File: src/rtl/pdm_pkg.sv
`default_nettype none
// ============================================================================
// Module      : pdm_pkg
// Description : Shared types and default constants for the PDM capture path.
// Revision    : 1.0 - initial release
// ============================================================================
package pdm_pkg;

    typedef enum logic [1:0] {
        IDLE   = 2'd0,
        WARMUP = 2'd1,
        RUN    = 2'd2
    } pdm_state_t;

    localparam int PDM_CLK_DIV  = 8;
    localparam int PDM_WARM_CYC = 1024;
    localparam int PDM_WARM_W   = 16;

endpackage
`default_nettype wire

File: src/rtl/pdm_sync2.sv
`default_nettype none
// ============================================================================
// Module      : pdm_sync2
// Description : Two-flop synchroniser for the asynchronous mic data pin.
// Revision    : 1.0 - initial release
// ============================================================================
module pdm_sync2 (
    input  logic clk,
    input  logic rst,
    input  logic d,
    output logic q
);

    logic r_meta;

    always_ff @(posedge clk or negedge rst) begin
        if (!rst) begin
            r_meta <= 1'b0;
            q      <= 1'b0;
        end else begin
            r_meta <= d;
            q      <= r_meta;
        end
    end

endmodule
`default_nettype wire

File: src/rtl/pdm_capture.sv
`default_nettype none
// ============================================================================
// Module      : pdm_capture
// Description : PDM bit-clock generator, pin synchroniser and L/R splitter.
// Revision    : 1.0 - initial release
// ============================================================================
module pdm_capture
    import pdm_pkg::*;
#(
    parameter int CLK_DIV  = PDM_CLK_DIV,
    parameter int L_PHASE  = CLK_DIV/2 - 1,
    parameter int R_PHASE  = CLK_DIV - 1,
    parameter int WARM_CYC = PDM_WARM_CYC
) (
    input  logic clk,
    input  logic rst,
    input  logic en,
    input  logic pdm_data,
    output logic pdm_clk,
    output logic we,
    output logic data_l,
    output logic data_r,
    output logic ready
);

    localparam int CW = $clog2(CLK_DIV);
    localparam logic [CW-1:0]         C_LAST      = CW'(CLK_DIV - 1);
    localparam logic [CW-1:0]         C_HALF      = CW'(CLK_DIV / 2);
    localparam logic [CW-1:0]         C_L         = CW'(L_PHASE);
    localparam logic [PDM_WARM_W-1:0] C_WARM      = PDM_WARM_W'(WARM_CYC);
    localparam logic [PDM_WARM_W-1:0] C_WARM_LAST = PDM_WARM_W'(WARM_CYC - 1);

    pdm_state_t            r_state;
    pdm_state_t            w_state_nxt;
    logic [CW-1:0]         r_div_cnt;
    logic [CW-1:0]         w_div_nxt;
    logic [PDM_WARM_W-1:0] r_warm;
    logic                  r_l_hold;
    logic                  w_sync;
    logic                  w_wrap;
    logic                  w_active;
    logic                  w_strobe;

    pdm_sync2 u_sync (
        .clk (clk),
        .rst (rst),
        .d   (pdm_data),
        .q   (w_sync)
    );

    assign w_wrap   = (r_div_cnt == C_LAST);
    assign w_active = en && (r_state != IDLE);
    assign w_strobe = en && (r_state == RUN) && w_wrap;
    assign ready    = (r_state == RUN);

    // Leaving IDLE restarts the divider so the enabling edge begins period 0.
    assign w_div_nxt = ((r_state == IDLE) || w_wrap) ? '0 : r_div_cnt + 1'b1;

    always_comb begin
        w_state_nxt = r_state;
        unique case (r_state)
            IDLE: begin
                if (en)
                    w_state_nxt = WARMUP;
            end
            WARMUP: begin
                if (!en)
                    w_state_nxt = IDLE;
                else if (w_wrap && (r_warm == C_WARM_LAST))
                    w_state_nxt = RUN;
            end
            RUN: begin
                if (!en)
                    w_state_nxt = IDLE;
            end
            default: w_state_nxt = IDLE;
        endcase
    end

    always_ff @(posedge clk or negedge rst) begin
        if (!rst)
            r_state <= IDLE;
        else
            r_state <= w_state_nxt;
    end

    always_ff @(posedge clk or negedge rst) begin
        if (!rst) begin
            r_div_cnt <= C_LAST;
            r_warm    <= '0;
            pdm_clk   <= 1'b0;
            we        <= 1'b0;
            data_l    <= 1'b0;
            r_l_hold  <= 1'b0;
        end else begin
            we <= 1'b0;
            if (!en) begin
                r_div_cnt <= C_LAST;
                r_warm    <= '0;
                pdm_clk   <= 1'b0;
            end else begin
                r_div_cnt <= w_div_nxt;
                pdm_clk   <= (w_div_nxt < C_HALF);
                if ((r_state == WARMUP) && w_wrap && (r_warm != C_WARM))
                    r_warm <= r_warm + 1'b1;
            end
            if (w_active && (r_div_cnt == C_L))
                r_l_hold <= w_sync;
            if (w_strobe) begin
                data_l <= r_l_hold;
                we     <= 1'b1;
            end
        end
    end

    // With the right phase on the last count, the sample goes straight out on the wrap edge.
    generate
        if (R_PHASE == CLK_DIV - 1) begin : g_r_direct
            always_ff @(posedge clk or negedge rst) begin
                if (!rst)
                    data_r <= 1'b0;
                else if (w_strobe)
                    data_r <= w_sync;
            end
        end else begin : g_r_hold
            localparam logic [CW-1:0] C_R = CW'(R_PHASE);
            logic r_r_hold;
            always_ff @(posedge clk or negedge rst) begin
                if (!rst) begin
                    r_r_hold <= 1'b0;
                    data_r   <= 1'b0;
                end else begin
                    if (w_active && (r_div_cnt == C_R))
                        r_r_hold <= w_sync;
                    if (w_strobe)
                        data_r <= r_r_hold;
                end
            end
        end
    endgenerate

endmodule
`default_nettype wire

File: config.mk
export PLATFORM = sky130hd
export DESIGN_NAME = pdm_capture
export DESIGN_NICKNAME = d
export VERILOG_FILES = /design/src/rtl/pdm_pkg.sv /design/src/rtl/pdm_sync2.sv /design/src/rtl/pdm_capture.sv
export SDC_FILE = /design/constraint.sdc
export NUM_CORES = 1
export LEC_CHECK = 0
export BUFFER_PORTS_ARGS = -buffer_cell sky130_fd_sc_hd__buf_2
export CAP_MARGIN = 20
export CORE_MARGIN = 2
export CORE_UTILIZATION = 50
export CTS_CLUSTER_DIAMETER = 150
export CTS_CLUSTER_SIZE = 30
export DETAILED_ROUTE_END_ITERATION = 7
export PLACE_DENSITY = 0.79
export SYNTH_ARGS = -nofsm -noshare
export SYNTH_HDL_FRONTEND = slang
export SYNTH_HIERARCHICAL = 1
export SYNTH_SLANG_ARGS = --single-unit
File: constraint.sdc
create_clock -name clk -period 3.5 [get_ports clk]
set_clock_uncertainty 0.2 [all_clocks]
set_input_delay 0.525 -clock clk [delete_from_list [all_inputs] [get_ports clk]]
set_output_delay 0.525 -clock clk [all_outputs]
set_load 0.01 [all_outputs]
Yosys cells after proc, flatten, opt, wreduce, memory -nomap -nowiden
Cells that the tools add are included.

storage, ports and cells
  register bits = 28
  input bits = 4
  word-level logic and storage cells = 45

operators by class
  add/subtract/negate cells = 2
  $lt $le $gt $ge = 1
  eq/ne operators = 10
  multiplexer cells = 11
  reductions and logical operators = 11

operators by type and width
  cell                     number
  $mux W16                 2
  $add A16 B1 Y16 const B  1
  $eq A16 B10 Y1 const B   1
  $ne A16 B11 Y1 const B   1
  $mux W2                  4
  $logic_and A1 B1 Y1      7
  $mux W3                  2
  $pmux W2 S3              1
  $ne A2 B2 Y1 const B     2
  $add A3 B1 Y3 const B    1
  $eq A3 B2 Y1 const B     1
  $eq A3 B3 Y1 const B     1
  $lt A3 B3 Y1 const B     1
  $ne A3 B3 Y1 const B     1
  $reduce_and A3 Y1        1
  $eq A2 B1 Y1 const B     1
  $eq A2 B2 Y1 const B     1
  $logic_not A2 Y1         1
  $mux W1                  2
  $ne A2 B1 Y1 const B     1
  $reduce_bool A2 Y1       1
  $logic_or A1 B1 Y1       1

Depth between registers and ports, before layout
  depth after elaboration = 5
  gate-level depth with buffers = 7

Hierarchy
Netlist, hierarchy kept.

by module, submodules not included
  module       times used  cells each  area an instance (µm²)
  pdm_capture  1           136         1351.3
  pdm_sync2    1           2           50.0

Least setup slack after synthesis
OpenSTA, ideal clock, no wires.

  kind = flip-flop to flip-flop
  from = register r_div_cnt[0]
  to = register r_warm[11]
  library setup time = 0.078 ns
  arrival time = 1.788 ns
  path slack = 1.434 ns
  cell stages (with the launch flop) = 8
  cells stage by stage = dfstp_2 > ha_1 > ha_1 > and3b_1 > buf_2 > nand4_1 > or3_1 > a21oi_1

on the way
  word-level cells in the longest chain between the ends = 4

ends and longest elaborated chain
  what                              RTL line            source
  start, declared                   pdm_capture.sv:35   logic [CW-1:0] r_div_cnt;
  start signal, assigned            pdm_capture.sv:102  r_div_cnt <= w_div_nxt;
  $eq A3 B3 Y1                      pdm_capture.sv:51   assign w_wrap = (r_div_cnt == C_LAST);
  $logic_and A1 B1 Y1 (2 in a row)  pdm_capture.sv:104  if ((r_state == WARMUP) && w_wrap && (r_warm != C_WARM))
  $ne A2 B1 Y1 (no source line)     n/a
  end signal, assigned              pdm_capture.sv:105  r_warm <= r_warm + 1'b1;
  end, declared                     pdm_capture.sv:37   logic [PDM_WARM_W-1:0] r_warm;

No other way between the ends.
A chain may end at the register's enable or synchronous reset.

Worst setup path in the final report
  from = register r_div_cnt[0]
  to = register r_warm[13]

The elaborated chain is that of the path after synthesis.

==> results.py <==
metrics = {
    "cts": {
        "cts_max_level": 1,
        "clock_insertion_delay_worst_skew_ps": 320,
        "ctsResizeCount": 0,
        "tritoncts_clock_tree": "done",
        "cts_num_sinks": 28,
        "cts-root-to-sink-buffers": 2,
        "clk_pin_slew_worst_paths_ps": 140,
        "cts_root_buf": "sky130_fd_sc_hd__clkbuf_4",
        "cts_hold_repair.buffers": 0,
        "tritoncts.num_buffers": 3,
        "cts_setup_buffers": 0,
    },
    "placement": {
        "place_ws_ps": 1214,
        "gp_routability_congestion": 0.8662,
        "postPlaceCellArea_mm2": 0.001451,
        "io_buffer_count": 8,
        "dp_hpwl_um": 1891,
    },
    "layout": {
        "layout-area-overhead-vs-synth_pct": 6.161,
        "drive_above_1_share_pct": 11.03,
        "most_frequent_standard_cell_in_the_layout_excluding_fill_and_tap_cells": "sky130_fd_sc_hd__dfrtp_1",
        "leading_cell_types_in_the_layout_fill_and_taps_excluded": "25 x sky130_fd_sc_hd__dfrtp_1, 10 x sky130_fd_sc_hd__a21oi_1, 9 x sky130_fd_sc_hd__nand3_1, 8 x sky130_fd_sc_hd__inv_1, 8 x sky130_fd_sc_hd__buf_2",
        "n_antenna_cell": 0,
        "final_net_count": 155,
        "design_area_mm2": 0.001488,
    },
    "timing": {
        "worstMarginPinSlew_ps": 596.4,
        "slew_headroom_pct": 60.24,
        "timing.final.setup_violations": 0,
        "worst_hold_slack_ps": -18.72,
        "achievable-frequency_mhz": 429.8,
        "hold_violations": 25,
        "tns_ps": 0,
        "finalCriticalPeriod_ps": 2326,
        "final.period_utilization_pct": 66.47,
        "rsz0062_at_grt": "no",
        "timing.final.ws_setup_ps": 1174,
        "timing.final.max_slew_violations": 0,
    },
    "setup_path": {
        "worstPathCellList": "ha_1 -> ha_1 -> and3b_1 -> nand4_1 -> or3_1 -> a21oi_1",
        "worst_ep_required_time_ps": 3560,
        "timing.critical_path.arrival_ps": 2380,
        "critPathKind": "register to register",
        "most_common_cell_on_crit_path": "sky130_fd_sc_hd__ha_1",
        "critPathSlowestCell": "sky130_fd_sc_hd__dfstp_2",
        "cp-end-kind": "register",
        "critical_path.startpoint_type": "register",
        "crit_fanout": 8,
        "reg2reg_setup_slack_ps": 1170,
        "crit_path_max_cell_delay_ps": 560,
    },
    "synthesis": {
        "postSynthAreaPerCell_um2": 10.15,
        "synth_compound_area_share_pct": 10.45,
        "postSynth.asyncResetShare_pct": 100.0,
        "post_synth_instance_area_mm2": 0.001401,
        "post_synth_main_area_contributors": "sky130_fd_sc_hd__dfrtp_1 45%, sky130_fd_sc_hd__dfstp_2 5.6%, sky130_fd_sc_hd__ha_1 4.5%",
        "ys.warnings.count": 6,
        "synth_simple_gate_area_share_pct": 23.93,
        "synth-xor-area-share_pct": 1.875,
        "synth-seq-cells": 28,
        "synthesis.instances": 138,
        "yosysSeqAreaShare_pct": 50.27,
        "synth.top_cell.area_share_pct": 44.64,
        "synth.area.mux_share_pct": 4.554,
        "netlist.top_cell.by_area": "sky130_fd_sc_hd__dfrtp_1",
        "dominantRegCellSynth": "sky130_fd_sc_hd__dfrtp_1",
        "yosys.cell_types.count": 34,
        "synth-edff-count": 0,
        "syn-num-nets": 147,
        "post_synth_fa_ha_maj_area_fraction_pct": 4.464,
        "combinational_family_with_the_most_area_after_synthesis": "simple AND/OR/NAND/NOR gates",
    },
    "hold_path": {
        "min-delay-path-class": "input port to asynchronous set/reset pin",
    },
    "floorplan": {
        "core_region_area_mm2": 0.002710,
        "top_level_ports": 9,
        "start_util_pct": 51.71,
        "rows": 19,
        "dieArea_mm2": 0.003242,
        "die_height_um": 56.94,
        "fp.dieW_um": 56.94,
    },
    "grt": {
        "gr-usage-met3_pct": 2.948,
        "antenna_found_initial": 0,
        "grt_overflow": 0,
        "first_global_vias": 1068,
        "grt_start_max_net_pins": 29,
        "global_route.usage.total_pct": 18.54,
        "first_pass_grt_wire_length_um": 4809,
        "met2_usage_pct": 28.41,
        "use_met1_pct": 26.80,
        "globalRoute.busiestLayer": "met2",
    },
    "routing": {
        "vias_per_cell": 6.011,
        "num_vias": 1058,
        "final_routed_wirelength_um": 2592,
        "drc": 0,
        "avgRoutedWirePerCell_um": 14.73,
        "drt.antenna.violating_nets": 0,
        "drt-pass1-iter-count": 4,
        "drt_first_iter_violations": 67,
    },
    "power": {
        "max_ir_drop_vdd_mv": 0.2949,
        "p_per_area_mw_per_mm2": 358.7,
        "cellLeakagePower_nw": 0.6620,
    },
    "status": {
        "run_status": "finished, violations left",
        "failed_checks": "hold timing",
    },
    "job": {
        "maxCapViolations": 0,
    },
}
-- per-stage QoR --
step	util [%]	total power, W	cells
6_report	54.89	0.0005337	176
5_1_grt	54.89	0.0005617	176
4_1_cts	54.89	0.0005435	176
3_5_place_dp	53.55	0.0003880	172
3_3_place_gp	53.55	0.0003848	172
2_1_floorplan	-	0.0003717	138
-- cell type report --
class | instances | area [µm²]
inverters | 9 | 33.78
fillers | 248 | 1222
flip-flops and latches | 28 | 704.4
repair buffers | 8 | 40.04
multi-input cells | 96 | 634.4
well taps | 31 | 38.79
clock buffers | 4 | 36.28
-- path summary, 6_finish.rpt --
kind / endpoint / cells after the start / startpoint
hold reg to reg: u_sync/q$_DFF_PN0_ / 0 / u_sync/r_meta$_DFF_PN0_
min in group clk: u_sync/r_meta$_DFF_PN0_ / 1 / pdm_data
setup / recovery: r_warm[13]$_DFFE_PN0P_ / 6 / r_div_cnt[0]$_DFF_PN1_
setup reg to reg: r_warm[13]$_DFFE_PN0P_ / 6 / r_div_cnt[0]$_DFF_PN1_
max in group asynchronous: u_sync/q$_DFF_PN0_ / 1 / rst
hold / removal: r_warm[6]$_DFFE_PN0P_ / 1 / rst
-- sequential cells by signal, indices dropped and copies added, names as in the netlist --
register       flops
data_l             1
data_r             1
pdm_clk            1
r_div_cnt          3
r_l_hold           1
r_state            2
r_warm            16
u_sync/q           1
u_sync/r_meta      1
we                 1
-- power by group --
group / total (W) / switching, W / internal (W) / leakage (nW)
Sequential: 0.000343 / 0.00000631 / 0.000337 / 0.370
Combinational: 0.0000382 / 0.0000256 / 0.0000126 / 0.271
Clock: 0.000153 / 0.0000889 / 0.0000636 / 0.0210
-- critical path: cells and delay by family, from the launching register on --
kind / cells / cell delay, ps
AOI/OAI and AO/OA: 1 / 160
DFF: 1 / 560
adders and majority gates: 2 / 400
and+or+nand+nor: 3 / 950
-- cell usage after synthesis (4+ instances only) --
cell,instances
sky130_fd_sc_hd__o21ai_1,7
sky130_fd_sc_hd__o31ai_1,4
sky130_fd_sc_hd__nand4_1,7
sky130_fd_sc_hd__and4_1,5
sky130_fd_sc_hd__dfrtp_1,25
sky130_fd_sc_hd__a21oi_1,10
sky130_fd_sc_hd__nor4_1,4
sky130_fd_sc_hd__nand2_1,6
sky130_fd_sc_hd__ha_1,5
sky130_fd_sc_hd__inv_1,8
sky130_fd_sc_hd__nand3_1,9
sky130_fd_sc_hd__nor2_1,6
-- routing by layer --
layer,wire length [µm],vias up
li1,-,523
met2,1210,23
met4,44,0
met3,95,5
met5,0,-
met1,1241,507
-- cell families (layout without fill, tap and decap cells) --
| logic type | after synthesis | after routing |
|---|---|---|
| multiplexers | 6 | 6 |
| XOR/XNOR | 3 | 3 |
| AND/OR/NAND/NOR | 57 | 57 |
| adder cells (fa/ha/maj) | 5 | 5 |
| AO/OA/AOI/OAI | 25 | 25 |
| flip-flops | 28 | 28 |
| buffers and inverters | 14 | 21 |
No activity file was read; power rests on OpenSTA's default activity.
